[src/rtl/mpadd_if.sv]
// Handshake and operand bus for the sequential multi-word adder mpadd_seq.
interface mpadd_if #(parameter int LENW = 3);
    logic            start;
    logic [LENW-1:0] len;
    logic            cin;
    logic            in_valid;
    logic            in_ready;
    logic [15:0]     a;
    logic [15:0]     b;
    logic            out_valid;
    logic            out_ready;
    logic [15:0]     sum;
    logic            last;
    logic            cout;
    logic            busy;

    modport master (
        output start, len, cin, in_valid, a, b, out_ready,
        input  in_ready, out_valid, sum, last, cout, busy
    );

    modport slave (
        input  start, len, cin, in_valid, a, b, out_ready,
        output in_ready, out_valid, sum, last, cout, busy
    );
endinterface

[src/rtl/mpadd_seq.sv]
// Word-serial multi-precision adder: one 16-bit word per cycle, carry kept between words.
// Optional macro MPADD_SUBTRACT_EN adds a sub port selecting A + ~B + 1 per transaction.

// 16-bit carry-lookahead adder; g_out/p_out are the group generate/propagate
// so the caller can form the carry-out from its own registered carry.
module cla16 (
    input  logic [15:0] a,
    input  logic [15:0] b,
    input  logic        ci,
    output logic [15:0] s,
    output logic        g_out,
    output logic        p_out
);
    logic [15:0] g, p, cc;
    logic [3:0]  gg, gp, nc;

    always_comb begin
        g  = a & b;
        p  = a ^ b;
        gg = '0;
        gp = '0;
        cc = '0;
        for (int k = 0; k < 4; k++) begin
            gg[k] = g[4*k+3] | (p[4*k+3] & g[4*k+2]) | (p[4*k+3] & p[4*k+2] & g[4*k+1])
                  | (p[4*k+3] & p[4*k+2] & p[4*k+1] & g[4*k]);
            gp[k] = &p[4*k +: 4];
        end
        nc[0] = ci;
        nc[1] = gg[0] | (gp[0] & ci);
        nc[2] = gg[1] | (gp[1] & gg[0]) | (gp[1] & gp[0] & ci);
        nc[3] = gg[2] | (gp[2] & gg[1]) | (gp[2] & gp[1] & gg[0]) | (gp[2] & gp[1] & gp[0] & ci);
        for (int k = 0; k < 4; k++) begin
            cc[4*k] = nc[k];
            for (int j = 0; j < 3; j++)
                cc[4*k+j+1] = g[4*k+j] | (p[4*k+j] & cc[4*k+j]);
        end
        s     = p ^ cc;
        g_out = gg[3] | (gp[3] & gg[2]) | (gp[3] & gp[2] & gg[1]) | (gp[3] & gp[2] & gp[1] & gg[0]);
        p_out = &gp;
    end
endmodule

// state | meaning
// IDLE  | waiting for start; no input accepted
// RUN   | accepting A/B words into the one-entry output register
// DRAIN | final word registered; waiting for it to be taken
module mpadd_seq #(parameter int LENW = 3) (
    input  logic   clk,
    input  logic   rst,
`ifdef MPADD_SUBTRACT_EN
    input  logic   sub,
`endif
    mpadd_if.slave bus
);
    typedef enum logic [1:0] {IDLE, RUN, DRAIN} state_t;

    state_t          state, state_nxt;
    logic            c;
    logic [LENW-1:0] count, len_q;
    logic [15:0]     b_op, s_word;
    logic            g_word, p_word, carry_out;
    logic            accept, is_last, take;

`ifdef MPADD_SUBTRACT_EN
    logic sub_q;
    assign b_op = sub_q ? ~bus.b : bus.b;
`else
    assign b_op = bus.b;
`endif

    cla16 u_cla (.a(bus.a), .b(b_op), .ci(c), .s(s_word), .g_out(g_word), .p_out(p_word));

    assign carry_out    = g_word | (p_word & c);
    assign bus.in_ready = (state == RUN) && (!bus.out_valid || bus.out_ready);
    assign bus.busy     = (state != IDLE);
    assign accept       = bus.in_valid && bus.in_ready;
    assign is_last      = (count == len_q);
    assign take         = bus.out_valid && bus.out_ready;

    always_ff @(posedge clk or posedge rst) begin
        if (rst) state <= IDLE;
        else     state <= state_nxt;
    end

    always_comb begin
        state_nxt = state;
        case (state)
            IDLE:    if (bus.start)        state_nxt = RUN;
            RUN:     if (accept && is_last) state_nxt = DRAIN;
            DRAIN:   if (take)             state_nxt = IDLE;
            default:                       state_nxt = IDLE;
        endcase
    end

    always_ff @(posedge clk or posedge rst) begin
        if (rst) begin
            c             <= 1'b0;
            count         <= '0;
            len_q         <= '0;
            bus.sum       <= '0;
            bus.out_valid <= 1'b0;
            bus.last      <= 1'b0;
            bus.cout      <= 1'b0;
`ifdef MPADD_SUBTRACT_EN
            sub_q         <= 1'b0;
`endif
        end else begin
            if (state == IDLE && bus.start) begin
                len_q <= bus.len;
                count <= '0;
`ifdef MPADD_SUBTRACT_EN
                sub_q <= sub;
                c     <= sub ? 1'b1 : bus.cin;
`else
                c     <= bus.cin;
`endif
            end
            // Accept and output handshake together simply overwrite the word.
            if (accept) begin
                bus.sum       <= s_word;
                c             <= carry_out;
                bus.cout      <= carry_out;
                bus.out_valid <= 1'b1;
                bus.last      <= is_last;
                count         <= count + 1'b1;
            end else if (take) begin
                bus.out_valid <= 1'b0;
            end
        end
    end
endmodule

[src/flat_wrapper.sv]
// flat-port wrapper written by rule: the top's interface ports become plain ports
module mpadd_seq_flat 
#(parameter int LENW = 3)
  (clk, rst, bus_start, bus_len, bus_cin, bus_in_valid, bus_a, bus_b, bus_out_ready, bus_in_ready, bus_out_valid, bus_sum, bus_last, bus_cout, bus_busy);
  mpadd_if #(.LENW(LENW)) bus_i ();
  input  logic clk;
  input  logic rst;
  input wire logic [$bits(bus_i.start)-1:0] bus_start;
  input wire logic [$bits(bus_i.len)-1:0] bus_len;
  input wire logic [$bits(bus_i.cin)-1:0] bus_cin;
  input wire logic [$bits(bus_i.in_valid)-1:0] bus_in_valid;
  input wire logic [$bits(bus_i.a)-1:0] bus_a;
  input wire logic [$bits(bus_i.b)-1:0] bus_b;
  input wire logic [$bits(bus_i.out_ready)-1:0] bus_out_ready;
  output wire logic [$bits(bus_i.in_ready)-1:0] bus_in_ready;
  output wire logic [$bits(bus_i.out_valid)-1:0] bus_out_valid;
  output wire logic [$bits(bus_i.sum)-1:0] bus_sum;
  output wire logic [$bits(bus_i.last)-1:0] bus_last;
  output wire logic [$bits(bus_i.cout)-1:0] bus_cout;
  output wire logic [$bits(bus_i.busy)-1:0] bus_busy;
  assign bus_i.start = bus_start;
  assign bus_i.len = bus_len;
  assign bus_i.cin = bus_cin;
  assign bus_i.in_valid = bus_in_valid;
  assign bus_i.a = bus_a;
  assign bus_i.b = bus_b;
  assign bus_i.out_ready = bus_out_ready;
  assign bus_in_ready = bus_i.in_ready;
  assign bus_out_valid = bus_i.out_valid;
  assign bus_sum = bus_i.sum;
  assign bus_last = bus_i.last;
  assign bus_cout = bus_i.cout;
  assign bus_busy = bus_i.busy;
  mpadd_seq #(.LENW(LENW)) u_core (.clk(clk), .rst(rst), .bus(bus_i));
endmodule
[config.mk]
export PLATFORM = sky130hd
export DESIGN_NAME = mpadd_seq_flat
export DESIGN_NICKNAME = d
export VERILOG_FILES = /design/src/rtl/mpadd_if.sv /design/src/rtl/mpadd_seq.sv /design/src/flat_wrapper.sv
export SDC_FILE = /design/constraint.sdc
export NUM_CORES = 1
export LEC_CHECK = 0
export ABC_AREA = 1
export CAP_MARGIN = 30
export CORE_ASPECT_RATIO = 0.75
export CORE_MARGIN = 8
export CORE_UTILIZATION = 45
export DETAILED_ROUTE_END_ITERATION = 10
export PLACE_DENSITY = 0.79
export SYNTH_ARGS = -nofsm -noshare
export SYNTH_HDL_FRONTEND = slang
export SYNTH_SLANG_ARGS = --single-unit
[constraint.sdc]
create_clock -name clk -period 3.05 [get_ports clk]
set_input_delay 0.4575 -clock clk [delete_from_list [all_inputs] [get_ports clk]]
set_output_delay 0.4575 -clock clk [all_outputs]
set_load 0.05 [all_outputs]
# Word-level counts from Yosys, hierarchy flattened

Cells that the tools add are included.

Register bits: 28
Logic and storage cells: 126
Output and inout port bits: 21
Bits of input ports: 41

Eq/ne operators: 6
Bitwise operators: 84
Reductions and logical operators: 17
Add/subtract/negate cells: 1
Multiplexer cells: 10

Operator list:

| kind                | count |
|---|---|
| $and 1x1->1         | 47 |
| $or 1x1->1          | 34 |
| $xor 16x16->16      | 2 |
| $and 16x16->16      | 1 |
| $reduce_and 16->1   | 1 |
| $reduce_and 4->1    | 4 |
| $mux 2              | 3 |
| $mux 3              | 2 |
| $pmux 2 s3          | 1 |
| $reduce_bool 2->1   | 3 |
| $logic_and 1x1->1   | 5 |
| $mux 1              | 4 |
| $ne 2x2->1 const B  | 2 |
| $add 3x1->3 const B | 1 |
| $eq 3x3->1          | 1 |
| $reduce_and 3->1    | 1 |
| $eq 2x1->1 const B  | 1 |
| $eq 2x2->1 const B  | 1 |
| $logic_not 2->1     | 1 |
| $ne 2x1->1 const B  | 1 |
| $logic_not 1->1     | 1 |
| $logic_or 1x1->1    | 1 |

# Longest topological paths before layout

Depth after elaboration: 16
Gate-level depth with buffers: 13

# By module

A second synthesis with hierarchy kept.

Cells, all modules: 235
Area total of the unflattened synthesis: 1978.1 µm²

By module, submodules not included:

| module    | area an instance (µm²) | times used | seq. area each (µm²) | cells each |
|---|---|---|---|---|
| mpadd_seq | 1217.4                 | 1          | 700.7                | 140 |
| cla16     | 760.7                  | 1          | 0.0                  | 95 |

# Worst setup path after synthesis

No wires, ideal clock.

Path kind: input -> register
Start: in bus_b[3]
End: reg u_core.bus.sum[15]
Stages: 13
Buffers on the path: 0
Data arrival time: 2792 ps
Setup slack: 176 ps
Library setup time: 83 ps
Path through: ha_1 > nand2_1 > nand2_1 > nor2_1 > nand2_2 > nand2_2 > a21oi_1 > or2_1 > fa_1 > fa_1 > fa_1 > xnor2_1 > o21ai_0

Cells in the longest elaborated chain, start to end: 15
Elaborated cells between the ends (all ways): 23
Classes of those cells: bitwise (22); reduce/logical (1)

Ends and longest elaborated chain:

| what                                             | line                             | RTL |
|---|---|---|
| start, declared                                  | flat_wrapper.sv:13               | `input wire logic [$bits(bus_i.b)-1:0] bus_b;` |
| $xor 16x16->16                                   | mpadd_seq.sv:19                  | `p = a ^ b;` |
| $and 1x1->1, on equally long branches            | mpadd_seq.sv:24, mpadd_seq.sv:25 |  |
| $or 1x1->1 (tied with other cells)               | mpadd_seq.sv:24                  | `gg[k] = g[4*k+3] \| (p[4*k+3] & g[4*k+2]) \| (p[4*k+3] & p[4*k+2] & g[4*k+1])` |
| $or 1x1->1 / $and 1x1->1 (equally long branches) | mpadd_seq.sv:24, mpadd_seq.sv:25 |  |
| $or 1x1->1                                       | mpadd_seq.sv:25                  | `\| (p[4*k+3] & p[4*k+2] & p[4*k+1] & g[4*k]);` |
| $and 1x1->1                                      | mpadd_seq.sv:31                  | `nc[3] = gg[2] \| (gp[2] & gg[1]) \| (gp[2] & gp[1] & gg[0]) \| (gp[2] & gp[1] & gp[0] & ci);` |
| $or 1x1->1                                       | mpadd_seq.sv:31                  |  |
| $or 1x1->1 *                                     | mpadd_seq.sv:31                  |  |
| $and 1x1->1 *                                    | mpadd_seq.sv:35                  | `cc[4*k+j+1] = g[4*k+j] \| (p[4*k+j] & cc[4*k+j]);` |
| $or 1x1->1 *                                     | mpadd_seq.sv:35                  |  |
| $and 1x1->1 *                                    | mpadd_seq.sv:35                  |  |
| $or 1x1->1 *                                     | mpadd_seq.sv:35                  |  |
| $and 1x1->1 *                                    | mpadd_seq.sv:35                  |  |
| $or 1x1->1 *                                     | mpadd_seq.sv:35                  |  |
| $xor 16x16->16 *                                 | mpadd_seq.sv:37                  | `s = p ^ cc;` |
| end signal, assigned                             | mpadd_seq.sv:120                 | `bus.sum <= s_word;` |
| end, declared                                    | mpadd_if.sv:24                   | `output in_ready, out_valid, sum, last, cout, busy` |

Every way passes the cells marked *; elsewhere a longest branch is shown, timed or not.
A chain may end at the register's enable or synchronous reset.

# Final worst setup path

Start: in bus_a[6]
End: reg u_core.bus.sum[14]

Cells in the longest elaborated chain, start to end: 14
Elaborated cells between the ends (all ways): 24
Classes of those cells: bitwise (23); reduce/logical (1)

Ends and longest elaborated chain:

| what                                                    | line                             | RTL |
|---|---|---|
| start, declared                                         | flat_wrapper.sv:12               | `input wire logic [$bits(bus_i.a)-1:0] bus_a;` |
| $and 16x16->16 / $xor 16x16->16 (equally long branches) | mpadd_seq.sv:18, mpadd_seq.sv:19 |  |
| $and 1x1->1, on equally long branches                   | mpadd_seq.sv:24, mpadd_seq.sv:25 |  |
| $or 1x1->1 (tied with other cells)                      | mpadd_seq.sv:24                  |  |
| $or 1x1->1 / $and 1x1->1 (equally long branches)        | mpadd_seq.sv:24, mpadd_seq.sv:25 |  |
| $or 1x1->1                                              | mpadd_seq.sv:25                  |  |
| $and 1x1->1                                             | mpadd_seq.sv:31                  |  |
| $or 1x1->1 (2 in a row)                                 | mpadd_seq.sv:31                  |  |
| $or 1x1->1 *                                            | mpadd_seq.sv:31                  |  |
| $and 1x1->1 *                                           | mpadd_seq.sv:35                  |  |
| $or 1x1->1 *                                            | mpadd_seq.sv:35                  |  |
| $and 1x1->1 *                                           | mpadd_seq.sv:35                  |  |
| $or 1x1->1 *                                            | mpadd_seq.sv:35                  |  |
| $xor 16x16->16 *                                        | mpadd_seq.sv:37                  |  |
| via u_core.s_word[14]                                   | mpadd_seq.sv:60                  | `logic [15:0] b_op, s_word;` |

The timed path passes the listed nets; every way through them passes the cells marked *.

==> key figures <==
Placement
  – Cell Area, Placed: ~2700 sq um
  – Port-buffer cells: between 60 and 70
  – DP Cell Count: between 300 and 400
  – Dpl hpwl: roughly 3500 microns
  – RD Place Congestion: roughly 0.76

GRT
  – Number of antenna violations at the first check in global routing: 0
  – Vias in the first global route: 1681
  – Largest net degree at the start of global routing: 35
  – Grt met3 use: 0.0557
  – Met2 global-route usage: 0.243
  – GR met1 Demand/Resource: 0.169
  – GRT Max-Usage Layer: met2
  – GRT Util Overall: 0.143
  – GR Overflow Total: 0
  – Global-route wire length before repair: around 7700 microns

Floorplanning
  – DIE AREA: ~6500 sq um
  – Initial Util: 0.468
  – Die W: between 90 and 100 microns
  – FP Rows: 20
  – Die height: roughly 72 microns
  – Ports: 62
  – Core Footprint: approximately 4000 sq um

Critical path
  – CP endpoint kind: flop
  – CP startpoint: bus_a[6]
  – Worst setup SP type: input port
  – CP Cell Sequence: clkdlybuf4s50_1, ha_4, nand3_1, nand2_1, nor2_2, a21oi_1, or2_1, fa_2, fa_2, fa_2, nand2_1, nand2_1
  – Slowest CP cell: fa_2
  – Critical Path Fanout Max: 2
  – CP Buf/Inv Count: 1
  – Launch point of the worst reg-to-reg path: u_core.c$_DFFE_PP0P_
  – Delay-heaviest family, CP: adder cells
  – Arrival time worst endpoint: around 3.1 ns
  – Slowest stage delay, CP: about 0.53 ns
  – Critical path class: input port to flop
  – CP required: 3.28 ns

Pwr
  – Final Power: 2.35 mW
  – Leakage: 1.44 nW
  – Pwr dens: about 830 nW/um^2
  – Max VDD drop: around 540 uV

Logic synthesis
  – Seq cells post-synth: 28
  – Fraction of registers with async set/reset: 1.00
  – Distinct cells, synth: 24
  – Yosys top cell area share: 0.371
  – Most frequent cell after synthesis: nand2_1
  – Syn_nets: between 200 and 300
  – Largest cells by area after synthesis: dfrtp_1, nand2_1, fa_1
  – Gate Count Post-Synth: approximately 210
  – Post-synth top cells: nand2_1, dfrtp_1, inv_1
  – Post-synth EDFFs: 0
  – Post-synthesis sequential area ratio: 0.371
  – Synth Warn #: 0
  – Cell taking the most area after synthesis: dfrtp_1
  – Syn_area_per_cell: 8.94 sq um
  – Most common flop cell mapped by yosys: dfrtp_1
  – Synthesized area: around 1900 sq um

Finish
  – Diodes inserted: 0
  – Cell area after layout: 2830 sq um
  – Final nets: ~370
  – Register area: between 700 and 800 sq um
  – Fill cells: roughly 320
  – Share of layout cells above drive strength 1: 0.156
  – Fin util: 0.702
  – Multi-input logic area: about 1100 sq um
  – Area delta synth->final: 49.9%
  – Finished Layout Cells: 349

Clock tree
  – CTS tree: built
  – Root Buffer: clkbuf_8
  – Worst-skew pair later-pin latency: 0.28 ns
  – Num CTS Buffers: 3
  – H-tree depth: 1
  – Reg clk slew, reported paths: roughly 0.10 ns
  – Clock Path Buffers: 2
  – Clock Sinks: 28

Timing
  – # setup viols final: 0
  – Fin crit period: ~2.9 ns
  – Hold Slack: roughly 0.5 ns
  – FMAX: between 0.3 and 0.4 GHz
  – Final Hold Fails: 0
  – Slew HR: 0.659
  – Worst slew pin tran: ~0.51 ns
  – Slew Viols, Final: 0
  – Clk_skew: 0.00244 ns
  – Fin crit share: 0.952
  – RSZ-0062 raised after global routing: no

Route
  – Final ANT Viol Nets: 0
  – Pre-antenna DRT Iters: 4
  – Routed len/inst: between 10 and 15 microns
  – Post-route DRC: 0
  – Initial DRC count: slightly above 40
  – WL final: between 4000 and 5000 microns
  – Vias/cell: 4.65
  – DR vias: 1624

Worst hold path
  – HP Class: flop to flop
  – Hold_sp: u_core.bus.sum[13]$_DFFE_PP0P_

Flow run
  – Max Cap Viol: 0

Status
  – Status: finished clean
## timing repair
action                     4_1_cts  5_1_grt
gates cloned                     0        0
hold buffers                     0        0
setup endpoints to repair        2        3
pin swaps                       13        8
gates resized for setup         12        6
setup buffers                    3        1
## flip-flops by register name, summed over array words and instances (netlist names)
signal	flops
u_core.len_q	3
u_core.bus.cout	1
u_core.c	1
u_core.count	3
u_core.bus.out_valid	1
u_core.bus.sum	16
u_core.state	2
u_core.bus.last	1
## where the power goes
| part | internal [mW] | total [mW] | switching (mW) |
|---|---|---|---|
| registers | 0.546 | 0.665 | 0.119 |
| clock network | 0.176 | 0.299 | 0.123 |
| logic | 0.501 | 1.38 | 0.883 |
| total | 1.22 | 2.35 | 1.13 |
## cells by family after synthesis
kind of cell / share of synthesized area
flip-flops: 0.371
buffers and inverters: 0.0723
AO/OA/AOI/OAI: 0.0517
adder cells (fa/ha/maj): 0.240
AND/OR/NAND/NOR: 0.227
XOR/XNOR: 0.0371
## final cells by class
class,count,share of cell area
sequential,28,0.248
clock buffer,3,0.0146
timing repair buffer,83,0.276
tap,55,0.0243
multi-input combinational,152,0.391
inverter,27,0.0358
clock inverter,1,0.0106
## cell usage in the layout (no fill, tap or decap), drive strengths merged, types with 4 or more instances in the layout
cell type	count
fa	12
ha	17
xnor2	5
nor2	8
buf	22
nand3	10
a21oi	5
inv	27
nand2	75
dlymetal6s2s	4
o21ai	10
dlygate4sd2	5
dfrtp	28
clkdlybuf4s50	52
## through the flow
step | TNS, ns | setup WS (ns)
global route | 0 | 0.0123
detailed placement | -1.04 | -0.418
finish | 0 | 0.145
floorplan | 0 | 0.176
CTS | 0 | 0.00602
global placement | -0.687 | -0.330
## worst register-to-register path: cells and delay by family, from the launching register on
kind	cells	cell delay (ns)
fa+ha+maj	3	1.23
simple gates	8	0.70
flops	1	0.39
compound gates	1	0.06
## final timing paths
path / slack (ns) / to / cells past startpoint
min in group asynchronous: 0.53 / u_core.bus.sum[12]$_DFFE_PP0P_ / 3
min reg2reg: 0.49 / u_core.bus.sum[13]$_DFFE_PP0P_ / 2
max in group asynchronous: 2.26 / u_core.c$_DFFE_PP0P_ / 3
min: 0.49 / u_core.bus.sum[13]$_DFFE_PP0P_ / 2
max: 0.15 / u_core.bus.sum[14]$_DFFE_PP0P_ / 12
max reg2reg: 0.62 / u_core.bus.sum[14]$_DFFE_PP0P_ / 12
## routing by layer
metal / share of wire / wire (microns)
met1: 0.45 / 2040
met2: 0.48 / 2180
met3: 0.068 / 310
met4: 0.0081 / 37
met5: 0 / 0
(Power assumes the default switching activity.)
